File: src/rtl/fifo_rr_sched.sv
// Round-robin scheduler draining NREQ FIFOs into one registered valid/ready output stage.
// Optional build macro FIFO_SCHED_STRICT_EN gives queue 0 strict, non-disturbing priority.
module fifo_rr_sched #(
  parameter int unsigned NREQ    = 4,
  parameter int unsigned WIDTH   = 256,
  parameter int unsigned QUANTUM = 2
) (
  input  logic                     clk,
  input  logic                     rst,
  input  logic [NREQ-1:0]          q_empty,
  input  logic [NREQ*WIDTH-1:0]    q_data,
  output logic [NREQ-1:0]          q_rd,
  output logic                     out_valid,
  input  logic                     out_ready,
  output logic [WIDTH-1:0]         out_data,
  output logic [$clog2(NREQ)-1:0]  out_src
);

  localparam int unsigned IW = $clog2(NREQ);
  localparam int unsigned CW = $clog2(QUANTUM + 1);
  localparam logic [CW-1:0] QMAX = CW'(QUANTUM);

`ifdef FIFO_SCHED_STRICT_EN
  localparam bit STRICT = 1'b1;
`else
  localparam bit STRICT = 1'b0;
`endif

  typedef enum logic {IDLE, BURST} state_t;

  state_t          state, nxt_state;
  logic [IW-1:0]   cur, nxt_cur;
  logic [IW-1:0]   rr_ptr, nxt_rr;
  logic [CW-1:0]   cnt, nxt_cnt;

  logic            slot_free;
  logic            eligible_cur;
  logic [IW-1:0]   base;
  logic [IW-1:0]   cand;
  logic [IW-1:0]   sel;
  logic            found;
  logic            do_pop;
  logic [IW-1:0]   pop_idx;
  logic [WIDTH-1:0] pop_data;

  // Modular index increment; valid for non-power-of-2 NREQ.
  function automatic logic [IW-1:0] idx_add(input logic [IW-1:0] a, input int unsigned off);
    return IW'((32'(a) + off) % NREQ);
  endfunction

  // Round-robin search for the first non-empty queue starting at base.
  always_comb begin
    slot_free    = !out_valid || out_ready;
    eligible_cur = (state == BURST) && !q_empty[cur] && (cnt < QMAX);
    base         = (state == BURST) ? idx_add(cur, 1) : rr_ptr;
    found        = 1'b0;
    sel          = '0;
    cand         = '0;
    for (int unsigned off = 0; off < NREQ; off++) begin
      cand = idx_add(base, off);
      if (!found && !q_empty[cand] && !(STRICT && (cand == '0))) begin
        found = 1'b1;
        sel   = cand;
      end
    end
  end

  // Pop decision and next grant state.
  always_comb begin
    do_pop    = 1'b0;
    pop_idx   = cur;
    nxt_state = state;
    nxt_cur   = cur;
    nxt_cnt   = cnt;
    nxt_rr    = rr_ptr;
    if (!rst && slot_free) begin
      if (STRICT && !q_empty[0]) begin
        // Priority pop leaves the suspended burst untouched.
        do_pop  = 1'b1;
        pop_idx = '0;
      end else if (eligible_cur) begin
        do_pop  = 1'b1;
        pop_idx = cur;
        nxt_cnt = cnt + CW'(1);
      end else if (found) begin
        do_pop    = 1'b1;
        pop_idx   = sel;
        nxt_cur   = sel;
        nxt_cnt   = CW'(1);
        nxt_state = BURST;
        nxt_rr    = idx_add(sel, 1);
      end else begin
        nxt_state = IDLE;
        nxt_cnt   = '0;
        if (state == BURST) nxt_rr = idx_add(cur, 1);
      end
    end
  end

  // Pop strobe and head-word select.
  always_comb begin
    q_rd     = '0;
    pop_data = '0;
    if (do_pop) q_rd[pop_idx] = 1'b1;
    for (int unsigned i = 0; i < NREQ; i++) begin
      if (pop_idx == IW'(i)) pop_data = q_data[i*WIDTH +: WIDTH];
    end
  end

  always_ff @(posedge clk) begin
    if (rst) begin
      state     <= IDLE;
      cur       <= '0;
      cnt       <= '0;
      rr_ptr    <= '0;
      out_valid <= 1'b0;
      out_data  <= '0;
      out_src   <= '0;
    end else begin
      state  <= nxt_state;
      cur    <= nxt_cur;
      cnt    <= nxt_cnt;
      rr_ptr <= nxt_rr;
      if (do_pop) begin
        out_valid <= 1'b1;
        out_data  <= pop_data;
        out_src   <= pop_idx;
      end else if (slot_free) begin
        out_valid <= 1'b0;
      end
    end
  end

endmodule

File: config.mk
export PLATFORM = sky130hd
export DESIGN_NAME = fifo_rr_sched
export DESIGN_NICKNAME = d
export VERILOG_FILES = /design/src/rtl/fifo_rr_sched.sv
export SDC_FILE = /design/constraint.sdc
export NUM_CORES = 1
export LEC_CHECK = 0
export CAP_MARGIN = 20
export CORE_AREA = 2 2 500 502
export CTS_CLUSTER_SIZE = 40
export DETAILED_ROUTE_END_ITERATION = 10
export DIE_AREA = 0 0 502 504
export GPL_TIMING_DRIVEN = 0
export RECOVER_POWER = 100
export SETUP_SLACK_MARGIN = 0.05
export SLEW_MARGIN = 40
export SYNTH_ARGS = -nofsm -noshare
export SYNTH_HDL_FRONTEND = slang
export SYNTH_SLANG_ARGS = --single-unit
File: constraint.sdc
create_clock -name clk -period 12.45 [get_ports clk]
set_clock_uncertainty 0.05 [all_clocks]
set_input_delay 3.735 -clock clk [delete_from_list [all_inputs] [get_ports clk]]
set_output_delay 3.735 -clock clk [all_outputs]
set_load 0.03 [all_outputs]
==> impl_summary.log <==
[metrics] Final Hold Vio Count: 0
[metrics] maximum ir drop on the vdd rail: roughly 0.095 mV
[metrics] wire length of the first global-routing pass: 330000 µm
[metrics] Setup crit start kind: input port
[metrics] number of flops mapped to enable cells by yosys: 0
[metrics] synth cell count leaders: sky130_fd_sc_hd__nand2_1 (407), sky130_fd_sc_hd__dfxtp_1 (266), sky130_fd_sc_hd__o21ai_0 (234)
[metrics] end of the worst register-to-register path: out_data[45]$_SDFFE_PP0P_
[metrics] placed cells: 7339
[metrics] final setup violation count: 0
[metrics] endpoint kind of the worst setup timing path: primary output
[metrics] H-tree depth: 2
[metrics] share of synthesized area spent on multiplexers: 0.00407
[metrics] max-cap viol count: 1
[metrics] power density over the cells: 125 nW/µm²
[metrics] Area Overhead vs Synth: 96.6%
[metrics] required time of the worst setup path: 8660 ps
[metrics] result of the run: finished with violations
[metrics] Slew Viols, Final: 13
[metrics] leftover overflow at the end of global routing: 0
[metrics] largest stage delay on the critical path: 700 ps
[metrics] count of vias placed by the detailed router: 32200
[metrics] CTS buffer count: 44
[metrics] DIE WIDTH: 502 µm
[metrics] # port buffers: 1293
[metrics] clock input transition at the sequential cells of the worst setup and hold paths: 60 ps
[metrics] total non-filler cell area in the finished layout: 39300 µm²
[metrics] register area share after synthesis: 0.267
[metrics] switching power of the nets: 0.00220 W
[metrics] initial antenna violation count: 299
[metrics] remaining antenna violation count: 0
[metrics] vias in the first global route: around 31000
[metrics] async set-reset flop share out of synthesis: 0
[metrics] register bit count reported by yosys: 266
[metrics] CP Data Arrival Time: 8400 ps
[metrics] Core ar.: approximately 250000 µm²
[metrics] final worst-path cycle share: 0.979
[metrics] netlist area before placement: 20000 µm²
[metrics] final period demand of the worst path: 12190 ps
[metrics] Clock Path Buffers: 3
[metrics] violated checks: capacitance limit, slew limit
[metrics] clock tree from TritonCTS: yes
[metrics] cell accounting for the most synthesized area: sky130_fd_sc_hd__dfxtp_1
[metrics] Syn Area/Cell: 7.40 µm²
[metrics] slowest library cell on the worst path: sky130_fd_sc_hd__clkdlybuf4s50_1
[metrics] category of the most critical setup path: in -> out
[metrics] All-Layer GR Usage: 0.200
[metrics] post-synthesis share of cell area spent on full adders, half adders and majority gates: 0
[metrics] highest net fanout along the worst path: 10
[metrics] logic gate share of total power: 0.490
[metrics] Endpoint, Worst Hold: out_data[187]$_SDFFE_PP0P_
[metrics] clock root buffer: sky130_fd_sc_hd__clkbuf_16
[metrics] reported leakage power: 14.2 nW
[metrics] Power Internal: 0.00273 W
[metrics] Max transition margin: -0.199
[metrics] worst min-delay path startpoint: out_data[187]$_SDFFE_PP0P_
[metrics] number of top-level pins: 1294
[metrics] post-placement cell area: 37500 µm²
[metrics] final-layout fill cell count: 28200
[metrics] dominant combinational cell family by area after synthesis: compound AO/OA/AOI/OAI gates
[metrics] Reg power frac: 0.225
[metrics] area share of the largest cell type after synthesis: 0.267
[metrics] first-iteration detailed-routing DRC count: about 3200
[metrics] Worst Hold Depth: 2
[metrics] nets: around 5100
[metrics] largest net degree at the start of global routing: 12
[metrics] warning count from the yosys run: 0
[metrics] clock tree sinks: approximately 270
[metrics] Post-Synth XOR/XNOR Area: 0.000877
[metrics] worst hold path type: reg -> reg
[metrics] ys flop type: sky130_fd_sc_hd__dfxtp_1
[metrics] distinct cell type count after synthesis: 59
[metrics] area occupied by multi-input gates: roughly 13000 µm²
[metrics] Cell Chain, Critical Path: dlygate4sd3_1 > and4_1 > buf_2 > nor3_4 > buf_4 > clkbuf_2 > clkbuf_1 > nand2_2 > nor2_1 > clkdlybuf4s50_1
[metrics] die outline height: 504 µm
[metrics] number of core rows: ~180
[metrics] Max Freq: 82.1 MHz
[metrics] post-detailed-route via-to-cell ratio: approximately 4.3
[metrics] Cell Count, Final, Fillers Out: around 7500
[metrics] share of final-layout standard cells stronger than drive strength 1: 0.0983
[metrics] Worst Tran Pin Value: 1800 ps
[metrics] reg-to-reg critical path startpoint: out_valid$_SDFFE_PP0P_
[metrics] most frequently used cell type in the post-synthesis netlist: sky130_fd_sc_hd__nand2_1
[metrics] final WL: 266000 µm
[metrics] clock network power share: 0.285
[metrics] Clock Latency Late Sink: 660 ps
[metrics] instance count of the mapped netlist: 2698
[metrics] routability congestion estimate: between 1 and 1.5
[metrics] DR DRC count: 0
[metrics] logic depth of the worst register-to-register path: 10
[metrics] reg-to-reg slack, setup: 6650 ps
[metrics] synthesized-area fraction occupied by ao, oa, aoi and oai cells: 0.453
[metrics] total die area: 253000 µm²
[metrics] effective utilization at floorplan: 0.0807
[metrics] synthesized netlist net count: 3729
[metrics] leading post-synthesis cells by cell area: sky130_fd_sc_hd__dfxtp_1 (27%), sky130_fd_sc_hd__nand2_1 (7.6%), sky130_fd_sc_hd__a31o_2 (6.4%), sky130_fd_sc_hd__a221oi_1 (6.3%), sky130_fd_sc_hd__o21ai_0 (5.9%)
[metrics] Synth Area in Simple Gates: 0.190
[metrics] switching share of power: 0.446
[metrics] average routed wire per standard cell: 35.2 µm
[metrics] detailed placer's ending HPWL: between 200000 and 250000 µm
[metrics] sequential cell area: 5330 µm²
[metrics] unrepaired setup endpoints after global routing: false
[metrics] detailed-routing iteration count for the pre-antenna-repair pass: 6
## power groups by stage
stage          Clock (W)  Sequential [W]  Combinational (W)
3_5_place_dp           0         0.00113            0.00246
4_1_cts          0.00145         0.00111            0.00247
6_report         0.00140         0.00111            0.00241
2_1_floorplan          0         0.00140           0.000827
5_1_grt          0.00146         0.00112            0.00252
3_3_place_gp           0         0.00113            0.00242
## sequential cells by signal (all words and copies together), names as in the netlist
register   cells
state          1
out_valid      1
cnt            2
out_data     256
cur            2
out_src        2
rr_ptr         2
## per-layer routing
| layer | vias up | global-route usage | part of all wire |
|---|---|---|---|
| li1 | 13600 | - | - |
| met1 | 15400 | 0.199 | 0.33 |
| met2 | 2306 | 0.338 | 0.47 |
| met3 | 701 | 0.0866 | 0.12 |
| met4 | 144 | 0.128 | 0.074 |
| met5 | - | 0 | 0.0037 |
## kinds of logic (layout without fill, tap and decap cells)
logic type,Yosys count,after routing
muxes,8,8
other,0,126
xor gates and xnor gates,2,2
AOI/OAI and AO/OA,1230,1230
buffers and inverters,376,1768
and+or+nand+nor,816,816
DFF,266,266
## worst max-delay path, delay by kind of cell
family                 cells  cell delay, ps
buffers and inverters      6            3250
and+or+nand+nor            4            1350
## worst max-delay path by stage
stage,end,startpoint,cells past startpoint
detailed placement,q_rd[2],q_empty[3],10
finish,q_rd[2],q_empty[1],10
floorplan,q_rd[0],q_empty[3],8
global route,q_rd[2],q_empty[1],10
global placement,q_rd[2],q_empty[3],10
CTS,q_rd[2],q_empty[3],10
## cell usage in the layout, fill, tap and decap left out, types with 5 or more instances in the layout
cell and instances:
sky130_fd_sc_hd__a21oi_1 36, sky130_fd_sc_hd__a221oi_1 144, sky130_fd_sc_hd__a22oi_1 147, sky130_fd_sc_hd__a31o_2 144
sky130_fd_sc_hd__a31oi_1 109, sky130_fd_sc_hd__a32oi_1 113, sky130_fd_sc_hd__and3_1 145, sky130_fd_sc_hd__buf_1 5
sky130_fd_sc_hd__buf_16 6, sky130_fd_sc_hd__buf_2 94, sky130_fd_sc_hd__buf_4 26, sky130_fd_sc_hd__buf_6 10
sky130_fd_sc_hd__buf_8 5, sky130_fd_sc_hd__bufinv_16 5, sky130_fd_sc_hd__clkbuf_1 230, sky130_fd_sc_hd__clkbuf_16 45
sky130_fd_sc_hd__clkbuf_2 16, sky130_fd_sc_hd__clkbuf_8 10, sky130_fd_sc_hd__clkdlybuf4s50_1 1031, sky130_fd_sc_hd__clkinv_2 7
sky130_fd_sc_hd__dfxtp_1 266, sky130_fd_sc_hd__diode_2 126, sky130_fd_sc_hd__dlygate4sd3_1 257, sky130_fd_sc_hd__mux2i_1 7
sky130_fd_sc_hd__nand2_1 406, sky130_fd_sc_hd__nand3_1 226, sky130_fd_sc_hd__nor2_1 17, sky130_fd_sc_hd__nor3_1 5
sky130_fd_sc_hd__o21ai_0 278, sky130_fd_sc_hd__o21ai_1 14, sky130_fd_sc_hd__o221ai_1 111, sky130_fd_sc_hd__o31ai_1 109
## area by class of cell
class,instances,area share
Timing Repair Buffer,1312,0.337
Clock inverter,21,0.00666
Antenna cell,126,0.00803
Buffer,371,0.0434
Sequential cell,266,0.136
Inverter,5,0.000478
Clock buffer,59,0.0326
Tap cell,3330,0.106
Multi-Input combinational cell,2056,0.330
## stage by stage
step	hold WS, ps	total power [W]	setup slack [ps]	TNS, ps	util
2_1_floorplan	421	0.00223	3010	0	-
3_3_place_gp	387	0.00355	-353	-702	0.150
3_5_place_dp	392	0.00359	-395	-782	0.151
4_1_cts	400	0.00504	124	0	0.158
5_1_grt	424	0.00510	55.6	0	0.158
6_report	399	0.00492	263	0	0.159
## timing repair
item,CTS,global route
hold buffers,0,0
resized for setup,2,0
buffers inserted,0,0
endpoints found under the setup margin,2,0
Power figures use the tool's default switching activity.
